**config.mk**
```make
export PLATFORM = sky130hd
export DESIGN_NAME = uart_reg_rx
export DESIGN_NICKNAME = d
export VERILOG_FILES = /design/src/rtl/uart_reg_rx.sv
export SDC_FILE = /design/constraint.sdc
export NUM_CORES = 1
export LEC_CHECK = 0
export ABC_AREA = 1
export CORE_MARGIN = 4
export CORE_UTILIZATION = 55
export CTS_CLUSTER_SIZE = 14
export DETAILED_ROUTE_END_ITERATION = 10
export PLACE_DENSITY = 0.72
export SLEW_MARGIN = 20
export SYNTH_ARGS = -nofsm -noshare
export SYNTH_HDL_FRONTEND = slang
export SYNTH_SLANG_ARGS = --single-unit
```
**constraint.sdc**
```tcl
create_clock -name clk -period 6.5 [get_ports clk]
set_clock_uncertainty 0.2 [all_clocks]
set_input_delay 0.975 -clock clk [delete_from_list [all_inputs] [get_ports clk]]
set_output_delay 0.975 -clock clk [all_outputs]
set_load 0.01 [all_outputs]
```
**src/rtl/uart_reg_rx.sv**
```systemverilog
// Serial register-write receiver: 8N1 frame recovery, low/high byte pairing and a show-ahead write FIFO.
// Define UART_PARITY_EN to receive 8E1 frames with an even parity check.
module uart_reg_rx #(
  parameter int CLK_DIV = 5,
  parameter int ADDR_W  = 4,
  parameter int DEPTH   = 2
) (
  input  logic              clk,
  input  logic              rst_n,
  input  logic              rx,
  output logic              wr_valid,
  input  logic              wr_ready,
  output logic [ADDR_W-1:0] wr_addr,
  output logic [7:0]        wr_data,
  output logic              frame_err,
  output logic              pair_err,
  output logic              overflow
);

  localparam int CW = $clog2(CLK_DIV + 1);
  localparam int AW = $clog2(DEPTH);
  localparam int PW = AW + 1;
  localparam logic [CW-1:0] CNT_HALF = CW'((CLK_DIV - 1) / 2);
  localparam logic [CW-1:0] CNT_LAST = CW'(CLK_DIV - 1);
  localparam logic [CW-1:0] CNT_ONE  = {{(CW-1){1'b0}}, 1'b1};
  localparam logic [CW-1:0] CNT_ZERO = {CW{1'b0}};
  localparam logic [PW-1:0] PTR_ZERO = {PW{1'b0}};

  typedef enum logic [2:0] {
    S_IDLE   = 3'd0,
    S_START  = 3'd1,
    S_DATA   = 3'd2,
`ifdef UART_PARITY_EN
    S_PARITY = 3'd3,
`endif
    S_STOP   = 3'd4
  } state_t;

  function automatic logic even_parity(input logic [7:0] b);
    return ^b;
  endfunction

  logic              rx_meta_r, rxs_r, rxs_d_r;
  logic              fall_s;
  state_t            state_r;
  logic [CW-1:0]     cnt_r;
  logic [2:0]        bit_idx_r;
  logic [7:0]        shreg_r;
  logic [6:0]        hold_r;
  logic              hold_valid_r;
  logic              push_pend_r;
  logic [ADDR_W-1:0] push_addr_r;
  logic [7:0]        push_data_r;
  logic              frame_err_r, pair_err_r;
  logic              stop_bad_s;
`ifdef UART_PARITY_EN
  logic              par_bad_r;
`endif

  logic [ADDR_W+7:0] mem_r [DEPTH];
  logic [PW-1:0]     wr_ptr_r, rd_ptr_r, wr_ptr_n_s, rd_ptr_n_s;
  logic              full_s, empty_n_s, push_s, pop_s;
  logic [ADDR_W+7:0] head_n_s;
  logic              wr_valid_r, overflow_r;
  logic [ADDR_W-1:0] wr_addr_r;
  logic [7:0]        wr_data_r;

  // Two-flop synchroniser plus one delay stage for falling-edge detection.
  always_ff @(posedge clk) begin
    if (!rst_n) begin
      rx_meta_r <= 1'b1;
      rxs_r     <= 1'b1;
      rxs_d_r   <= 1'b1;
    end else begin
      rx_meta_r <= rx;
      rxs_r     <= rx_meta_r;
      rxs_d_r   <= rxs_r;
    end
  end

  // Edge detect and stop-bit verdict (parity failure counts as a bad stop).
  always_comb begin
    fall_s = rxs_d_r & ~rxs_r;
`ifdef UART_PARITY_EN
    stop_bad_s = ~rxs_r | par_bad_r;
`else
    stop_bad_s = ~rxs_r;
`endif
  end

  // Receive FSM with byte pairing; pairing decision is made on the stop sample.
  always_ff @(posedge clk) begin
    if (!rst_n) begin
      state_r      <= S_IDLE;
      cnt_r        <= CNT_ZERO;
      bit_idx_r    <= 3'd0;
      shreg_r      <= 8'd0;
      hold_r       <= 7'd0;
      hold_valid_r <= 1'b0;
      push_pend_r  <= 1'b0;
      push_addr_r  <= {ADDR_W{1'b0}};
      push_data_r  <= 8'd0;
      frame_err_r  <= 1'b0;
      pair_err_r   <= 1'b0;
`ifdef UART_PARITY_EN
      par_bad_r    <= 1'b0;
`endif
    end else begin
      frame_err_r <= 1'b0;
      pair_err_r  <= 1'b0;
      push_pend_r <= 1'b0;
      case (state_r)
        S_IDLE: begin
          if (fall_s) begin
            state_r <= S_START;
            cnt_r   <= CNT_ZERO;
          end
        end
        S_START: begin
          if (cnt_r == CNT_HALF) begin
            cnt_r     <= CNT_ZERO;
            bit_idx_r <= 3'd0;
            state_r   <= rxs_r ? S_IDLE : S_DATA;
          end else begin
            cnt_r <= cnt_r + CNT_ONE;
          end
        end
        S_DATA: begin
          if (cnt_r == CNT_LAST) begin
            cnt_r     <= CNT_ZERO;
            shreg_r   <= {rxs_r, shreg_r[7:1]};
            bit_idx_r <= bit_idx_r + 3'd1;
            if (bit_idx_r == 3'd7) begin
`ifdef UART_PARITY_EN
              state_r <= S_PARITY;
`else
              state_r <= S_STOP;
`endif
            end
          end else begin
            cnt_r <= cnt_r + CNT_ONE;
          end
        end
`ifdef UART_PARITY_EN
        S_PARITY: begin
          if (cnt_r == CNT_LAST) begin
            cnt_r     <= CNT_ZERO;
            par_bad_r <= (rxs_r != even_parity(shreg_r));
            state_r   <= S_STOP;
          end else begin
            cnt_r <= cnt_r + CNT_ONE;
          end
        end
`endif
        S_STOP: begin
          if (cnt_r == CNT_LAST) begin
            cnt_r   <= CNT_ZERO;
            state_r <= S_IDLE;
            if (stop_bad_s) begin
              frame_err_r  <= 1'b1;
              hold_valid_r <= 1'b0;
            end else if (!shreg_r[7]) begin
              hold_r       <= shreg_r[6:0];
              hold_valid_r <= 1'b1;
            end else if (hold_valid_r) begin
              push_pend_r  <= 1'b1;
              push_addr_r  <= shreg_r[ADDR_W:1];
              push_data_r  <= {shreg_r[0], hold_r};
              hold_valid_r <= 1'b0;
            end else begin
              pair_err_r <= 1'b1;
            end
          end else begin
            cnt_r <= cnt_r + CNT_ONE;
          end
        end
        default: state_r <= S_IDLE;
      endcase
    end
  end

  // FIFO next-state: a push into a full FIFO only succeeds alongside a pop.
  always_comb begin
    full_s     = (wr_ptr_r[AW] != rd_ptr_r[AW]) && (wr_ptr_r[AW-1:0] == rd_ptr_r[AW-1:0]);
    pop_s      = wr_valid_r & wr_ready;
    push_s     = push_pend_r & (~full_s | pop_s);
    wr_ptr_n_s = wr_ptr_r + {{(PW-1){1'b0}}, push_s};
    rd_ptr_n_s = rd_ptr_r + {{(PW-1){1'b0}}, pop_s};
    empty_n_s  = (rd_ptr_n_s == wr_ptr_n_s);
    if (rd_ptr_n_s == wr_ptr_r) begin
      head_n_s = {push_addr_r, push_data_r};
    end else begin
      head_n_s = mem_r[rd_ptr_n_s[AW-1:0]];
    end
  end

  // FIFO storage.
  always_ff @(posedge clk) begin
    if (push_s) begin
      mem_r[wr_ptr_r[AW-1:0]] <= {push_addr_r, push_data_r};
    end
  end

  // FIFO pointers and registered show-ahead head; head holds last value when empty.
  always_ff @(posedge clk) begin
    if (!rst_n) begin
      wr_ptr_r   <= PTR_ZERO;
      rd_ptr_r   <= PTR_ZERO;
      wr_valid_r <= 1'b0;
      wr_addr_r  <= {ADDR_W{1'b0}};
      wr_data_r  <= 8'd0;
      overflow_r <= 1'b0;
    end else begin
      wr_ptr_r   <= wr_ptr_n_s;
      rd_ptr_r   <= rd_ptr_n_s;
      wr_valid_r <= ~empty_n_s;
      if (!empty_n_s) begin
        {wr_addr_r, wr_data_r} <= head_n_s;
      end
      if (push_pend_r && !push_s) begin
        overflow_r <= 1'b1;
      end
    end
  end

  assign wr_valid  = wr_valid_r;
  assign wr_addr   = wr_addr_r;
  assign wr_data   = wr_data_r;
  assign frame_err = frame_err_r;
  assign pair_err  = pair_err_r;
  assign overflow  = overflow_r;

endmodule
```
==> qor.yml, run 1 <==
pre_cts_ws_ns: 2.75
gr-total-overflow: 0
cp_top_family: "simple AND/OR/NAND/NOR gates"
detail_route.wirelength_um: 6570
die_h_um: 89.1
grtUsageMet3_pct: 6.82
cpMaxStageDelayCell: "ha_1"
grt_use_total_pct: 18.8
worstMarginPinSlew_ns: 0.711
synth_common_cells: "108 x nand2_1, 61 x dfxtp_1, 40 x inv_1"
cts_setup_buffers: 0
required_ns: 6.60
syn2layout_area_growth_pct: 11.8
min_period_ns: 3.36
grt_pass1_vias: 2474
crit_path_start: "wr_ready"
critPathMaxFanout: 15
slew_headroom_pct: 52.6
dp.cells: 495
syn_area_per_cell_um2: 8.76
drtIter0Drc: 180
p_leak_nw: 1.61
antenna_left: 0
max_freq_ghz: 0.297
synth_area_um2: 3620
cts.repair.resized: 0
syn_inst: 413
yosys.area_share.simple_pct: 24.1
die_w_um: 89.1
rows: 29
ys_top_cells_by_area: "dfxtp_1 34%, edfxtp_1 20%, nand2_1 11%"
hold_end: "rxs_r$_SDFF_PN1_"
num_vias: 2629
critPathMostFrequentCell: "nand2_1"
synth_ff_type: "dfxtp_1"
dr.pass1.iters: 4
timing.rr.end: "wr_data[0]$_SDFFE_PN0P_"
ctsHoldBuffers: 0
root_buffer: "clkbuf_8"
drc: 0
ir_drop_v: 0.000218
min_path_type: "reg2reg"
status: "complete, no violations"
setup_viol: 0
synth_fp_nets: 425
drive_above_1_share_pct: 10.4
synth_most_common_cell: "nand2_1"
path_cells: "clkdlybuf4s50_1 > nand2_1 > inv_1 > a21oi_1 > a31oi_1 > ha_1 > inv_1 > nand2_1 > nand2_1 > nand2_1 > nand3_1 > nor2_2 > nand2_1 > nand2_1"
drv_cap: 0
yosys_warnings: 0
die-area_um2: 7940
holdCritStartpoint: "rx_meta_r$_SDFF_PN1_"
initial_core_util_pct: 56.7
hold_depth: 1
wl_per_cell_um: 12.9
reg2reg_depth: 13
gr-max-usage-layer: "met2"
clkSinkCount: 85
report.final.slew_viol_count: 0
gp_congestion: 0.793
synth_top_family_by_area: "simple AND/OR/NAND/NOR gates"
viasPerCell: 5.14
port_buffers: 19
ios: 20
critPathBufInv: 3
finalHoldViolCount: 0
clk_path_buf_depth: 2
reg2reg_from: "wr_ptr_r[1]$_SDFF_PN0_"
finalWorstSetupSlack_ns: 3.14
r2r_slack_ns: 3.70
synth_compound_area_share_pct: 8.16
yosysSeqAreaShare_pct: 53.7
nets: 441
cts_made_buffers: 9
synth_top_area_share_pct: 33.7
ys_ff_latch: 85
synth_xor_area_share_pct: 0.692
dp_hpwl_um: 4610
diodes: 0
rsz0062_at_grt: "no"
crit_arrival_ns: 3.46
totalNegativeSetupSlack_ns: 0
fin_crit_sh_pct: 51.7
core-area_um2: 6390
crit_path_start_kind: "primary input"
synth_cell_types: 32
synth-adder-area-share_pct: 2.77
grt_pass1_wl_um: 11400
synthArstFlopShare_pct: 0
synth_edf_count: 24
cts_max_level: 3
met2_usage_pct: 30.9
timing.hold.ws_ns: 0.226
instances_no_fill: 511
insertion_delay_ns: 0.35
cp-end-kind: "flop"
grt_util_met1_pct: 23.4
cts_tree: "done"
criticalPathCategory: "in2reg"
power_density_nw_per_um2: 278
post-synth-top-area-cell: "dfxtp_1"
antenna_found_initial: 0
grt_max_degree: 31
clkTransAtPathRegs_ns: 0.09
synthMuxAreaShare_pct: 3.53
slowest_delay_ns: 0.62
[power by group]
group	total, W	switching (W)	internal [W]
logic	0.000130	0.0000843	0.0000457
clock network	0.000423	0.000183	0.000240
registers	0.000572	0.0000152	0.000557
total	0.00113	0.000283	0.000843
[state kept, by name, summed over array words and instances (netlist names), 2 cells and up]
| register | cells |
|---|---|
| rd_ptr_r | 2 |
| wr_ptr_r | 2 |
| push_data_r | 8 |
| state_r | 3 |
| push_addr_r | 4 |
| bit_idx_r | 3 |
| shreg_r | 8 |
| wr_data | 8 |
| mem_r | 24 |
| cnt_r | 3 |
| hold_r | 7 |
| wr_addr | 4 |
[layout by cell type (no fill, tap or decap), types with 3 or more instances in the layout]
cell type | Yosys | layout
nor2_2 | 3 | 3
nand2_2 | 4 | 4
mux2_2 | 6 | 6
inv_1 | 40 | 40
dfxtp_1 | 61 | 61
clkbuf_8 | 0 | 9
nand2_1 | 108 | 108
ha_1 | 8 | 8
nor2_1 | 36 | 36
nand3_1 | 32 | 32
mux2i_1 | 6 | 6
a21oi_1 | 26 | 26
nand4_1 | 3 | 3
edfxtp_1 | 24 | 24
o21ai_0 | 16 | 16
clkdlybuf4s50_1 | 0 | 19
nand2_4 | 3 | 3
o21ai_1 | 6 | 6
[metrics by stage]
step                      total power, W  cell area (um2)  util, %
final                            0.00113             4040     63.3
after global routing             0.00119             4040     63.3
after CTS                        0.00114             4040     63.3
after detailed placement        0.000715             3810     59.7
after global placement          0.000710             3810     59.7
after floorplan                 0.000690             3620        -
[per-layer routing]
| layer | up-vias | routed length, um |
|---|---|---|
| met5 | - | 0 |
| met1 | 1205 | 3040 |
| li1 | 1377 | - |
| met2 | 43 | 3190 |
| met4 | 0 | 51 |
| met3 | 4 | 288 |
[cell type report]
class                           instances  area (um2)
Multi-Input combinational cell        272        1420
Fill cell                             531        2340
Clock buffer                           11         153
Clock inverter                          5        81.3
Timing Repair Buffer                   20         198
Sequential cell                        85        1940
Tap cell                               77        96.3
Inverter                               41         154
[worst register-to-register path: stages, from the launching register on]
cell	delay, ns
dfxtp_1	0.38
inv_1	0.09
nand2_1	0.08
nand2_1	0.09
a31oi_1	0.23
ha_1	0.62
inv_1	0.13
nand2_1	0.10
nand2_1	0.06
nand2_1	0.07
nand3_1	0.10
nor2_2	0.38
nand2_1	0.13
nand2_1	0.10
[worst max path at each step]
stage                                    endpoint  slack (ns)  depth (start not counted)
after floorplan           wr_addr[0]$_SDFFE_PN0P_        3.66                         15
final                     wr_data[0]$_SDFFE_PN0P_        3.14                         14
after global routing      wr_data[0]$_SDFFE_PN0P_        2.86                         14
after global placement    wr_addr[3]$_SDFFE_PN0P_        2.84                         14
after CTS                 wr_data[0]$_SDFFE_PN0P_        3.10                         14
after detailed placement  wr_data[5]$_SDFFE_PN0P_        2.75                         14
[cells by family (layout without fill, tap and decap cells)]
logic type,after synthesis,in the layout
AND/OR/NAND/NOR,196,196
flip-flops,85,85
buffers and inverters,56,77
AO/OA/AOI/OAI,54,54
multiplexers,12,12
adder cells (fa/ha/maj),8,8
XOR/XNOR,2,2
No activity file was read; power rests on OpenSTA's default activity.
==> inputs of run 2 (changes only) <==
==> constraint.sdc (replaced) <==
create_clock -name clk -period 3.3 [get_ports clk]
set_clock_uncertainty 0.2 [all_clocks]
set_input_delay 0.495 -clock clk [delete_from_list [all_inputs] [get_ports clk]]
set_output_delay 0.495 -clock clk [all_outputs]
set_load 0.01 [all_outputs]
==> qor.yml, run 2 (synthesis gave the netlist of run 1 again) <==
stdcell_area_um2: 4030  # -0.40%
clkTransAtPathRegs_ns: 0.09  # about the same
critPathBufInv: 3  # unchanged
gp_congestion: 0.818  # +3.1%
placed_area_um2: 3840  # +0.79%
drc: 0  # unchanged
p_leak_nw: 1.61  # about the same
viasPerCell: 5.07  # -1.4%
layout_common_cells: "108 x nand2_1, 61 x dfxtp_1, 40 x inv_1, 36 x nor2_1, 32 x nand3_1"
drtIter0Drc: 112  # -38%
drive_above_1_share_pct: 11.2  # +0.82 points
cts_setup_buffers: 0  # unchanged
insertion_delay_ns: 0.35  # about the same
clk_path_buf_depth: 2  # unchanged
combPwrFrac_pct: 12.4  # +0.9 points
power_frac_seq_pct: 54.3  # +3.5 points
gr-total-overflow: 0  # unchanged
slowest_delay_ns: 0.45  # -0.17 ns
criticalPathCategory: "in2reg"
cp_top_family: "simple AND/OR/NAND/NOR gates"
report.final.slew_viol_count: 0  # unchanged
ios: 20  # unchanged
power_density_nw_per_um2: 515  # +85%
cts.repair.resized: 0  # unchanged
min_period_ns: 2.42
slew_headroom_pct: 56.8  # +4.2 points
cts_made_buffers: 9  # unchanged
seq_area_um2: 1940  # unchanged
fill_cells: 547  # +3.0%
crit_path_start_kind: "primary input"
clkSinkCount: 85  # unchanged
final_common_cell: "nand2_1"
critPathMostFrequentCell: "nand2_1"
pre_cts_ws_ns: 0.500  # -2.25 ns
min_path_type: "reg2reg"
finalHoldViolCount: 0  # unchanged
crit_arrival_ns: 2.52  # -0.94 ns
largest_reg_flops: 24  # unchanged
root_buffer: "clkbuf_8"
internal_power_w: 0.00151  # +79%
ir_drop_v: 0.000342  # +57%
syn2layout_area_growth_pct: 11.3
grt_max_degree: 28  # -9.7%
fin_crit_sh_pct: 73.4
grt_pass1_wl_um: 11300  # -0.85%
post-route-util_pct: 63.1  # -0.25 points
path_cells: "clkdlybuf4s50_1 > nand2_1 > inv_1 > a21oi_1 > a31oi_1 > ha_1 > inv_1 > nand2_1 > nand2_1 > nand2_1 > nand3_1 > nor2_2 > nand2_1 > nand2_1"
totalNegativeSetupSlack_ns: 0  # unchanged
port_buffers: 19  # unchanged
multi_input_area_um2: 1420  # unchanged
finalWorstSetupSlack_ns: 0.879  # -2.26 ns
setup_viol: 0  # unchanged
rsz0062_at_grt: "no"
cpMaxStageDelayCell: "clkdlybuf4s50_1"
die-area_um2: 7940  # unchanged
antenna_found_initial: 0  # unchanged
dp_hpwl_um: 4540  # -1.4%
ctsHoldBuffers: 0  # unchanged
drv_cap: 0  # unchanged
die_h_um: 89.1  # unchanged
cp-end-kind: "flop"
max_freq_ghz: 0.413
power.share.switching_pct: 27.3  # +2.1 points
diodes: 0  # unchanged
switchingPower_w: 0.000565  # +100%
status: "complete, no violations"
worstMarginPinSlew_ns: 0.646  # -0.0649 ns
nets: 445  # +0.91%
initial_core_util_pct: 56.7  # unchanged
critPathMaxFanout: 12  # -3
core-area_um2: 6390  # unchanged
clockPowerShare_pct: 33.3  # -4.3 points
die_w_um: 89.1  # unchanged
cts_max_level: 3  # unchanged
required_ns: 3.40  # -3.20 ns
antenna_left: 0  # unchanged
detail_route.wirelength_um: 6620  # +0.68%
num_vias: 2612  # -0.65%
rows: 29  # unchanged
dr.pass1.iters: 4  # unchanged
grt_use_total_pct: 18.7  # -0.16 points
cts_tree: "done"
grt_pass1_vias: 2522  # +1.9%
wl_per_cell_um: 12.8  # about the same
==> run 2: cell count changes in the layout (fill, tap and decap cells not counted) <==
cell       previous run  this run
clkinv_2              1         2
bufinv_16             2         0
clkinv_4              1         2
buf_4                 1         5
==> run 2: layer usage <==
metal	GRT usage [%]	part of all wire [%]
met3	5.16	3.6
met1	22.7	48
met5	0	0
met4	7.04	1.3
met2	31.5	47
==> run 2: final timing paths <==
check / startpoint / end / slack, ns / cells past startpoint
min: rx_meta_r$_SDFF_PN1_ / rxs_r$_SDFF_PN1_ / 0.23 / 1
max reg2reg: wr_ptr_r[1]$_SDFF_PN0_ / wr_data[7]$_SDFFE_PN0P_ / 0.95 / 13
max: wr_ready / wr_data[7]$_SDFFE_PN0P_ / 0.88 / 14
min reg2reg: rx_meta_r$_SDFF_PN1_ / rxs_r$_SDFF_PN1_ / 0.23 / 1
==> run 2: worst register-to-register path, delay by kind of cell (launching register included) <==
kind	cells	cell delay, ns
buf+inv	2	0.16
fa+ha+maj	1	0.25
flops	1	0.39
simple gates	9	1.06
compound gates	1	0.25
==> run 2: per-stage QoR <==
stage	total power (W)	cells	hold WS [ns]
5_1_grt	0.00218	515	0.254
6_report	0.00207	515	0.230
4_1_cts	0.00209	515	0.234
3_3_place_gp	0.00140	499	0.202
3_5_place_dp	0.00141	499	0.204
2_1_floorplan	0.00136	413	0.193
==> run 2: layout make-up <==
cell class	instances	area share, %
Sequential cell	85	48.2
Multi-Input combinational cell	272	35.3
Timing Repair Buffer	24	5.65
Inverter	41	3.82
Clock buffer	11	3.79
Tap cell	77	2.39
Clock inverter	5	0.870
==> run 2: power groups by stage <==
stage | clock, W | combinational (W) | sequential (W)
floorplan | 0 | 0.000213 | 0.00115
global placement | 0 | 0.000251 | 0.00115
detailed placement | 0 | 0.000259 | 0.00115
CTS | 0.000702 | 0.000259 | 0.00113
global route | 0.000745 | 0.000299 | 0.00113
finish | 0.000689 | 0.000257 | 0.00113
==> inputs of run 3 (changes only) <==
--- a/config.mk
+++ b/config.mk
@@ -7,10 +7,10 @@
 export LEC_CHECK = 0
 export ABC_AREA = 1
 export CORE_MARGIN = 4
-export CORE_UTILIZATION = 55
+export CORE_UTILIZATION = 53
 export CTS_CLUSTER_SIZE = 14
 export DETAILED_ROUTE_END_ITERATION = 10
-export PLACE_DENSITY = 0.72
+export PLACE_DENSITY = 0.73
 export SLEW_MARGIN = 20
 export SYNTH_ARGS = -nofsm -noshare
 export SYNTH_HDL_FRONTEND = slang
==> constraint.sdc (replaced) <==
create_clock -name clk -period 2 [get_ports clk]
set_clock_uncertainty 0.2 [all_clocks]
set_input_delay 0.3 -clock clk [delete_from_list [all_inputs] [get_ports clk]]
set_output_delay 0.3 -clock clk [all_outputs]
set_load 0.01 [all_outputs]
==> qor.yml, run 3 (synthesis gave the netlist of run 1 again) <==
drive_above_1_share_pct: 18.9  # +7.7 points
slew_headroom_pct: 69.1  # +12 points
cts_max_level: 3  # unchanged
die_w_um: 90.6  # +1.7%
instances_no_fill: 533  # +3.5%
drc: 0  # unchanged
required_ns: 2.10  # -1.30 ns
holdCritStartpoint: "rx_meta_r$_SDFF_PN1_"
max_freq_ghz: 0.494
dp_hpwl_um: 4780  # +5.4%
cts_setup_buffers: 0  # unchanged
die-area_um2: 8210  # +3.4%
grt_use_total_pct: 17.2  # -1.5 points
dr.pass1.iters: 4  # unchanged
reg2reg_from: "wr_ptr_r[0]$_SDFF_PN0_"
power_density_nw_per_um2: 847  # +64%
ctsHoldBuffers: 0  # unchanged
critPathMaxFanout: 12  # unchanged
root_buffer: "clkbuf_8"
drv_cap: 0  # unchanged
dp.cells: 518  # +3.8%
power_frac_seq_pct: 50.4  # -3.9 points
clk_path_buf_depth: 2  # unchanged
ir_drop_v: 0.000773  # +130%
cts_made_buffers: 9  # unchanged
finalHoldViolCount: 0  # unchanged
finalWorstSetupSlack_ns: -0.0261  # -0.905 ns
wl_per_cell_um: 12.7  # -0.88%
report.final.slew_viol_count: 0  # unchanged
final_common_cell: "nand2_1"
rsz0062_at_grt: "yes"
drtIter0Drc: 97  # -13%
p_leak_nw: 1.74  # +8.3%
pre_cts_ws_ns: -0.485  # -0.985 ns
clockPowerShare_pct: 37.7  # +4.4 points
maxUsedRoutingLayer: "met4"
cts_tree: "done"
diodes: 0  # unchanged
fin_crit_sh_pct: 101
port_buffers: 19  # unchanged
r2r_slack_ns: 0.01  # -0.94 ns
timing.rr.end: "wr_data[4]$_SDFFE_PN0P_"
crit_path_start_kind: "primary input"
core-area_um2: 6490  # +1.7%
combPwrFrac_pct: 11.9  # -0.5 points
worstMarginPinSlew_ns: 0.462  # -0.184 ns
clkSinkCount: 85  # unchanged
hold_end: "rxs_r$_SDFF_PN1_"
violations: "negative setup slack"
num_vias: 2692  # +3.1%
status: "finished with violations"
wl_met2_um: 3330  # +6.0%
wl_met3_um: 276  # +16%
fill_cells: 523  # -4.4%
clkTransAtPathRegs_ns: 0.08  # about the same
internal_power_w: 0.00279  # +85%
reg2reg_depth: 11  # -2
antenna_found_initial: 0  # unchanged
gr-total-overflow: 0  # unchanged
criticalPathCategory: "in2reg"
antenna_left: 0  # unchanged
nets: 463  # +4.0%
die_h_um: 90.6  # +1.7%
grt_pass1_vias: 2521  # -0.040%
setup_viol: 5  # +5
switchingPower_w: 0.000909  # +61%
gp_congestion: 0.841  # +2.8%
grt_max_degree: 26  # -7.1%
crit_arrival_ns: 2.12  # -0.40 ns
insertion_delay_ns: 0.35  # about the same
layout_common_cells: "104 x nand2_1, 58 x dfxtp_1, 36 x inv_1, 36 x nor2_1, 29 x nand3_1"
initial_core_util_pct: 55.7  # -0.95 points
hold_depth: 1  # unchanged
power.share.switching_pct: 24.6  # -2.7 points
detail_route.wirelength_um: 6790  # +2.6%
min_period_ns: 2.03
rows: 29  # unchanged
grt_pass1_wl_um: 11400  # +0.56%
syn2layout_area_growth_pct: 20.7
viasPerCell: 5.05  # -0.42%
min_path_type: "reg2reg"
ios: 20  # unchanged
largest_reg_flops: 24  # unchanged
cp-end-kind: "flop"
wirelength_met1_um: 3110  # -1.5%
==> run 3: repair_timing <==
item | in CTS | in global routing
pin swaps | 5 | 4
setup endpoints to repair | 12 | 13
gates resized for setup | 14 | 5
==> run 3: critical path, cell delays in order <==
cell and delay, ns:
clkdlybuf4s50_1 0.46, nand2_1 0.06, inv_2 0.06, buf_4 0.10, ha_2 0.29, buf_4 0.17
xnor2_4 0.20, buf_6 0.18, nand3_1 0.10, nand2_1 0.09, nand2_1 0.05, nand2_1 0.05
==> run 3: how the worst max path moves through the flow <==
stage | startpoint | to | slack, ns | cells past startpoint
final | wr_ready | wr_data[4]$_SDFFE_PN0P_ | -0.03 | 12
after global routing | rd_ptr_r[1]$_SDFF_PN0_ | wr_data[2]$_SDFFE_PN0P_ | -0.14 | 14
after CTS | wr_ready | wr_data[7]$_SDFFE_PN0P_ | -0.01 | 12
after detailed placement | wr_ready | wr_data[0]$_SDFFE_PN0P_ | -0.48 | 13
after global placement | wr_ready | wr_data[0]$_SDFFE_PN0P_ | -0.36 | 11
after floorplan | wr_ptr_r[1]$_SDFF_PN0_ | wr_addr[0]$_SDFFE_PN0P_ | 0.008 | 15
==> run 3: per-stage QoR <==
step | setup TNS (ns) | util [%] | power [W] | hold slack, ns | instance area [um2]
detailed placement | -7.30 | 62.6 | 0.00234 | 0.206 | 4070
global route | -1.45 | 67.3 | 0.00389 | 0.242 | 4370
CTS | -0.0523 | 67.0 | 0.00373 | 0.227 | 4350
floorplan | 0 | - | 0.00224 | 0.193 | 3660
finish | -0.0607 | 67.3 | 0.00370 | 0.221 | 4370
global placement | -4.52 | 62.6 | 0.00232 | 0.198 | 4070
==> run 3: power groups by stage <==
stage	Sequential [W]	Combinational (W)	Clock (W)
after global placement	0.00190	0.000420	0
after detailed placement	0.00190	0.000437	0
after CTS	0.00186	0.000443	0.00142
after floorplan	0.00189	0.000351	0
after global routing	0.00187	0.000513	0.00150
final	0.00186	0.000441	0.00140
==> run 3: cell type report <==
type / count / area [um2] / area share [%]
sequential: 85 / 1950 / 44.6
clock buffer: 9 / 124 / 2.84
tap: 77 / 96.3 / 2.21
clock inverter: 7 / 114 / 2.61
inverter: 41 / 159 / 3.64
multi-input combinational: 272 / 1530 / 35.1
timing repair buffer: 42 / 395 / 9.05
==> run 3: layer usage <==
| metal | track usage [%] | up-vias |
|---|---|---|
| met4 | 4.59 | 0 |
| met2 | 28.5 | 54 |
| met3 | 5.50 | 11 |
| li1 | - | 1418 |
| met5 | 0 | - |
| met1 | 21.6 | 1209 |
